File: src/rtl/mc_ctrl.sv
// Multi-cycle MIPS control FSM: sequences FETCH/DECODE/EXEC/MEM/WB and handshakes with a wait-stating memory.
// Define MC_CTRL_MULDIV_EN to decode MULT/DIV and add the MULDIV state with its latency counter.
module mc_ctrl #(
    parameter int ALUOP_W    = 4,
    parameter int MULDIV_LAT = 8
) (
    input  logic               clk,
    input  logic               rst,
    input  logic [5:0]         opcode,
    input  logic [5:0]         funct,
    input  logic               mem_ready,
    output logic               mem_req,
    output logic               mem_write,
    output logic               i_or_d,
    output logic               ir_write,
    output logic               pc_write,
    output logic               pc_write_cond,
    output logic               branch_ne,
    output logic [1:0]         pc_src,
    output logic               alu_src_a,
    output logic [1:0]         alu_src_b,
    output logic [ALUOP_W-1:0] alu_op,
    output logic               sign_extend,
    output logic               mem_to_reg,
    output logic               reg_write,
    output logic               save_pc,
    output logic [1:0]         reg_dst,
    output logic               md_start,
    output logic               hilo_write,
    output logic               illegal,
    output logic               instr_done
);

    if (ALUOP_W < 3 || MULDIV_LAT < 2) begin : gParamCheck
        $error("mc_ctrl: ALUOP_W must be >= 3 and MULDIV_LAT >= 2");
    end

    localparam logic [ALUOP_W-1:0] ALU_ADD   = ALUOP_W'(0);
    localparam logic [ALUOP_W-1:0] ALU_SUB   = ALUOP_W'(1);
    localparam logic [ALUOP_W-1:0] ALU_AND   = ALUOP_W'(2);
    localparam logic [ALUOP_W-1:0] ALU_OR    = ALUOP_W'(3);
    localparam logic [ALUOP_W-1:0] ALU_SLT   = ALUOP_W'(4);
    localparam logic [ALUOP_W-1:0] ALU_LUI   = ALUOP_W'(5);
    localparam logic [ALUOP_W-1:0] ALU_FUNCT = ALUOP_W'(6);

    typedef enum logic [2:0] {
        FETCH  = 3'd0,
        DECODE = 3'd1,
        EXEC   = 3'd2,
        MEM    = 3'd3,
        WB     = 3'd4
`ifdef MC_CTRL_MULDIV_EN
        ,
        MULDIV = 3'd5
`endif
    } state_t;

    state_t     state;
    state_t     nextState;
    logic [5:0] opReg;
    logic [5:0] functReg;

    logic isRType, isJr, isMulDiv, isAluR;
    logic isImmSigned, isImmZero, isLw, isSw, isBranch, isJ, isJal, isLegal;

    // Instruction class decode works only on the latched IR fields
    always_comb begin
        isRType     = (opReg == 6'h00);
        isJr        = isRType && (functReg == 6'h08);
`ifdef MC_CTRL_MULDIV_EN
        isMulDiv    = isRType && (functReg == 6'h18 || functReg == 6'h1A);
`else
        isMulDiv    = 1'b0;
`endif
        isAluR      = isRType && (functReg inside {6'h00, 6'h02, 6'h03, 6'h04, 6'h06, 6'h07,
                                                   [6'h20:6'h27], 6'h2A, 6'h2B});
        isImmSigned = (opReg inside {6'h08, 6'h09, 6'h0A});
        isImmZero   = (opReg inside {6'h0C, 6'h0D, 6'h0F});
        isLw        = (opReg == 6'h23);
        isSw        = (opReg == 6'h2B);
        isBranch    = (opReg == 6'h04 || opReg == 6'h05);
        isJ         = (opReg == 6'h02);
        isJal       = (opReg == 6'h03);
        isLegal     = isAluR | isJr | isMulDiv | isImmSigned | isImmZero |
                      isLw | isSw | isBranch | isJ | isJal;
    end

    always_ff @(posedge clk) begin
        if (rst) begin
            state    <= FETCH;
            opReg    <= '0;
            functReg <= '0;
        end else begin
            state <= nextState;
            if (ir_write) begin
                opReg    <= opcode;
                functReg <= funct;
            end
        end
    end

`ifdef MC_CTRL_MULDIV_EN
    localparam int CNT_W = $clog2(MULDIV_LAT + 1);
    logic [CNT_W-1:0] mdCount;
    logic             mdLast;

    // Counter idles at zero so every MULDIV visit starts a fresh count
    always_ff @(posedge clk) begin
        if (rst || state != MULDIV) begin
            mdCount <= '0;
        end else begin
            mdCount <= mdCount + CNT_W'(1);
        end
    end

    assign mdLast = (mdCount == CNT_W'(MULDIV_LAT - 1));
`endif

    // Outputs are forced to zero for the whole reset cycle
    always_comb begin
        nextState     = state;
        mem_req       = 1'b0;
        mem_write     = 1'b0;
        i_or_d        = 1'b0;
        ir_write      = 1'b0;
        pc_write      = 1'b0;
        pc_write_cond = 1'b0;
        branch_ne     = 1'b0;
        pc_src        = 2'd0;
        alu_src_a     = 1'b0;
        alu_src_b     = 2'd0;
        alu_op        = ALU_ADD;
        sign_extend   = 1'b0;
        mem_to_reg    = 1'b0;
        reg_write     = 1'b0;
        save_pc       = 1'b0;
        reg_dst       = 2'd0;
        md_start      = 1'b0;
        hilo_write    = 1'b0;
        illegal       = 1'b0;
        instr_done    = 1'b0;

        if (rst) begin
            nextState = FETCH;
        end else begin
            case (state)
                FETCH: begin
                    mem_req   = 1'b1;
                    alu_src_b = 2'd1;
                    if (mem_ready) begin
                        ir_write  = 1'b1;
                        pc_write  = 1'b1;
                        nextState = DECODE;
                    end
                end
                DECODE: begin
                    alu_src_b   = 2'd3;
                    sign_extend = 1'b1;
                    if (isLegal) begin
                        nextState = EXEC;
                    end else begin
                        illegal   = 1'b1;
                        nextState = FETCH;
                    end
                end
                EXEC: begin
                    if (isJr) begin
                        pc_write   = 1'b1;
                        pc_src     = 2'd3;
                        instr_done = 1'b1;
                        nextState  = FETCH;
`ifdef MC_CTRL_MULDIV_EN
                    end else if (isMulDiv) begin
                        md_start  = 1'b1;
                        nextState = MULDIV;
`endif
                    end else if (isAluR) begin
                        alu_src_a = 1'b1;
                        alu_op    = ALU_FUNCT;
                        nextState = WB;
                    end else if (isImmSigned) begin
                        alu_src_b   = 2'd2;
                        sign_extend = 1'b1;
                        alu_op      = (opReg == 6'h0A) ? ALU_SLT : ALU_ADD;
                        nextState   = WB;
                    end else if (isImmZero) begin
                        alu_src_b = 2'd2;
                        alu_op    = (opReg == 6'h0C) ? ALU_AND :
                                    (opReg == 6'h0D) ? ALU_OR  : ALU_LUI;
                        nextState = WB;
                    end else if (isLw || isSw) begin
                        alu_src_a   = 1'b1;
                        alu_src_b   = 2'd2;
                        sign_extend = 1'b1;
                        nextState   = MEM;
                    end else if (isBranch) begin
                        alu_src_a     = 1'b1;
                        alu_op        = ALU_SUB;
                        pc_write_cond = 1'b1;
                        pc_src        = 2'd1;
                        branch_ne     = (opReg == 6'h05);
                        instr_done    = 1'b1;
                        nextState     = FETCH;
                    end else begin
                        pc_write   = 1'b1;
                        pc_src     = 2'd2;
                        reg_write  = isJal;
                        reg_dst    = isJal ? 2'd2 : 2'd0;
                        save_pc    = isJal;
                        instr_done = 1'b1;
                        nextState  = FETCH;
                    end
                end
                MEM: begin
                    mem_req   = 1'b1;
                    i_or_d    = 1'b1;
                    mem_write = isSw;
                    if (mem_ready) begin
                        instr_done = isSw;
                        nextState  = isSw ? FETCH : WB;
                    end
                end
                WB: begin
                    reg_write  = 1'b1;
                    reg_dst    = isAluR ? 2'd1 : 2'd0;
                    mem_to_reg = isLw;
                    instr_done = 1'b1;
                    nextState  = FETCH;
                end
`ifdef MC_CTRL_MULDIV_EN
                MULDIV: begin
                    if (mdLast) begin
                        hilo_write = 1'b1;
                        instr_done = 1'b1;
                        nextState  = FETCH;
                    end
                end
`endif
                default: nextState = FETCH;
            endcase
        end
    end

endmodule

File: config.mk
export PLATFORM = sky130hd
export DESIGN_NAME = mc_ctrl
export DESIGN_NICKNAME = d
export VERILOG_FILES = /design/src/rtl/mc_ctrl.sv
export SDC_FILE = /design/constraint.sdc
export NUM_CORES = 1
export LEC_CHECK = 0
export BUFFER_PORTS_ARGS = -buffer_cell sky130_fd_sc_hd__buf_4
export CORE_ASPECT_RATIO = 0.6
export CORE_UTILIZATION = 40
export CTS_BUF_LIST = sky130_fd_sc_hd__clkbuf_8
export CTS_CLUSTER_DIAMETER = 40
export CTS_CLUSTER_SIZE = 8
export DETAILED_ROUTE_END_ITERATION = 12
export GPL_TIMING_DRIVEN = 0
export PLACE_DENSITY = 0.78
export SLEW_MARGIN = 20
export SYNTH_ARGS = -nofsm -noshare
export SYNTH_HDL_FRONTEND = slang
export SYNTH_SLANG_ARGS = --single-unit
export TNS_END_PERCENT = 20
File: constraint.sdc
create_clock -name clk -period 1.5 [get_ports clk]
set_input_delay 0.3 -clock clk [delete_from_list [all_inputs] [get_ports clk]]
set_output_delay 0.3 -clock clk [all_outputs]
set_load 0.01 [all_outputs]
==> results.cfg <==
[floorplan]
die-width_um = 72.8
num_rows = 14
initial_core_util_pct = 44.9
die_h_um = 44.5
core_area_um2 = 2680
dieArea_um2 = 3240
io_pins = 41

[yosys]
post_synthesis_share_of_cell_area_spent_on_xor_and_xnor_gates_pct = 1.46
synth_enable_flop_cells = 0
synth-compound-area-share_pct = 25.4
synth_top_family_by_area = simple AND/OR/NAND/NOR gates
synthCells = 162
synthesis.area_um2 = 1200
avgSynthCellArea_um2 = 7.42
synth_warn = 0
multiplexer_fraction_of_the_synthesized_cell_area_pct = 1.77
synth_seq_cells = 15
ys.flop_type = sky130_fd_sc_hd__dfxtp_1
seq_area_frac_synth_pct = 25.0
yosys.area_share.simple_pct = 34.4
adder_and_majority_gate_portion_of_the_synthesized_area_pct = 0
async_reset_ff_share_pct = 0
synthDistinctLibCells = 48

[layout]
finalNetCount = 243
synthToLayoutAreaGrowth_pct = 72.3
antenna_cells = 0
instances_no_fill = 267
most_common_cell_after_layout_fill_and_taps_aside = sky130_fd_sc_hd__buf_4
final_cell_mix = sky130_fd_sc_hd__buf_4 (60), sky130_fd_sc_hd__inv_1 (13), sky130_fd_sc_hd__o21ai_0 (13), sky130_fd_sc_hd__nand3b_1 (12), sky130_fd_sc_hd__nor2_1 (9)
post_route_cells_drive_above_1_share_pct = 53.7
layout.filler_cells = 174

[clock_tree]
clk_latency_ns = 0.25
cts.htree.levels = 1
clkSlewWorstSetupHoldPaths_ns = 0.06
clock-root-buffer = sky130_fd_sc_hd__clkbuf_8
tritoncts = done
postCtsHoldBufs = 0
cts_num_sinks = 15
clockBufferDepth = 2
tritoncts.num_buffers = 3

[sta]
finalSetupViolCount = 25
worst_slew_margin_rel_pct = 59.9
final_hold_viol_count = 0
transition_at_the_pin_with_the_smallest_max_transition_slack_ns = 0.599
layout_min_cycle_time_ns = 2.07
finalCritPeriodShare_pct = 138
clock-skew-final_ns = 0.000773
final_max_slew_viol_count = 0
grt_setup_unrepaired = true
timing.final.ws_setup_ns = -0.568
achievable-frequency_ghz = 0.484

[global_route]
grt_start_max_net_pins = 11
grt_pass1_wl_mm = 6.76
grt_util_all_layers_pct = 28.0
grt_antenna_before_repair = 0
grt.overflow.total = 0
vias_in_the_first_global_route = 1401

[outcome]
violations = setup timing
outcome = finished with violations

[worst_setup_path]
startpoint_type = flop
worstSetupEndpointType = output pin
path_cells = inv_1, a21oi_1, o211ai_1, and4b_1, buf_6
critical-path-max-stage-delay_ns = 0.52
timing.critical_path.buf_inv = 2
cp_slowest_cell = sky130_fd_sc_hd__o211ai_1
path_class = reg2out
crit_path_max_fanout = 6
arrival_ns = 1.77
data_required_time_at_the_worst_endpoint_ns = 1.20
cp_top_family = compound AO/OA/AOI/OAI gates

[power_and_ir_drop]
static-leakage-power_nw = 0.915
report.power.total_mw = 1.39
cellPowerDensity_nw_per_um2 = 670
ir_drop_v = 0.000643

[detailed_routing]
initialDrtViolationCount = 88
dr.pass1.iters = 4
route.vias.total = 1542
ant_nets = 0
routed_wirelength_normalized_by_instance_count_um = 16.4
routed_via_density = 5.78
totalWireLength_mm = 4.37
drc = 0

[placement]
number_of_instances_in_the_placed_design = 241
hpwl_mm = 2.74
place_congestion = 0.864
dp_worst_setup_slack_ns = -0.354
port_buffers = 37

[worst_hold_path]
holdCritPathClass = in2reg

[flow_run]
max-cap-violations = 0
==> routing by layer <==
metal / share of wire (%) / routed length (um) / track usage [%]
met1: 45 / 1950 / 35.4
met2: 45 / 1990 / 45.8
met3: 8.6 / 376 / 7.74
met4: 1.2 / 54 / 11.0
met5: 0 / 0 / 0
==> through the flow <==
step / util [%] / hold slack (ns) / cell area (um2) / setup TNS [ns]
global placement: 62.9 / 0.505 / 1690 / -4.37
finish: 77.3 / 0.283 / 2070 / -9.07
detailed placement: 62.9 / 0.509 / 1690 / -5.01
CTS: 74.6 / 0.276 / 2000 / -8.72
floorplan: - / 0.441 / 1360 / -0.579
global route: 77.3 / 0.292 / 2070 / -10.60
==> synth_stat cells, types with 3 or more instances <==
| cell | count | area share [%] |
|---|---|---|
| sky130_fd_sc_hd__buf_2 | 4 | 1.7 |
| sky130_fd_sc_hd__o21ai_0 | 14 | 5.8 |
| sky130_fd_sc_hd__inv_1 | 13 | 4.1 |
| sky130_fd_sc_hd__nand2_1 | 11 | 3.4 |
| sky130_fd_sc_hd__nand4_1 | 3 | 1.6 |
| sky130_fd_sc_hd__nand3_1 | 5 | 2.1 |
| sky130_fd_sc_hd__o31ai_1 | 3 | 1.9 |
| sky130_fd_sc_hd__clkbuf_1 | 4 | 1.2 |
| sky130_fd_sc_hd__buf_4 | 6 | 3.7 |
| sky130_fd_sc_hd__nor2b_1 | 3 | 1.6 |
| sky130_fd_sc_hd__dfxtp_1 | 15 | 25 |
| sky130_fd_sc_hd__nor2_1 | 12 | 3.7 |
| sky130_fd_sc_hd__nand3b_1 | 12 | 7.5 |
| sky130_fd_sc_hd__nor3_1 | 4 | 1.7 |
| sky130_fd_sc_hd__a21oi_1 | 7 | 2.9 |
| sky130_fd_sc_hd__a31oi_1 | 4 | 2.1 |
| sky130_fd_sc_hd__nor4_1 | 3 | 1.6 |
==> power breakdown <==
part / internal, mW / switching (mW) / total (mW)
sequential: 0.429 / 0.0506 / 0.480
clock: 0.184 / 0.147 / 0.332
combinational: 0.287 / 0.290 / 0.577
==> registers in the layout, indices dropped and copies added, names as in the netlist <==
register	flops
opReg	6
state	3
functReg	6
==> path summary, 6_finish.rpt <==
path                            cells past startpoint          end  slack [ns]   startpoint
worst max-delay path                                5      illegal       -0.57  functReg[5]
worst min-delay path                                3  functReg[5]        0.28     funct[5]
worst max register to register                     10     state[1]       -0.49     opReg[0]
worst min register to register                      2  functReg[4]        0.52  functReg[4]
==> cell type report <==
cell class / count / area (um2) / area share (%)
sequential: 15 / 328 / 15.8
multi-input combinational: 121 / 996 / 48.1
tap: 40 / 50.0 / 2.42
clock buffer: 3 / 41.3 / 1.99
clock inverter: 1 / 5.00 / 0.242
buffer: 12 / 101 / 4.89
timing repair buffer: 62 / 502 / 24.2
inverter: 13 / 48.8 / 2.36
==> worst register-to-register path: stages, from the launching register on <==
cell and delay [ns]:
sky130_fd_sc_hd__dfxtp_2 0.35, sky130_fd_sc_hd__buf_6 0.14, sky130_fd_sc_hd__or3b_1 0.35, sky130_fd_sc_hd__a31oi_1 0.18, sky130_fd_sc_hd__o21bai_1 0.12, sky130_fd_sc_hd__buf_4 0.14
sky130_fd_sc_hd__buf_4 0.12, sky130_fd_sc_hd__buf_4 0.12, sky130_fd_sc_hd__buf_4 0.12, sky130_fd_sc_hd__buf_4 0.12, sky130_fd_sc_hd__a211oi_2 0.16
==> what timing repair did <==
item / in CTS / in global routing
gates resized for setup: 25 / 20
buffers inserted: 22 / 3
pin swaps: 21 / 13
setup endpoints to repair: 33 / 35
==> cells by family after synthesis <==
logic type,after synthesis
mux,2
buf+inv,28
flops,15
simple gates,69
other cells,1
compound gates,45
xor+xnor,2
No activity file was read; power rests on OpenSTA's default activity.
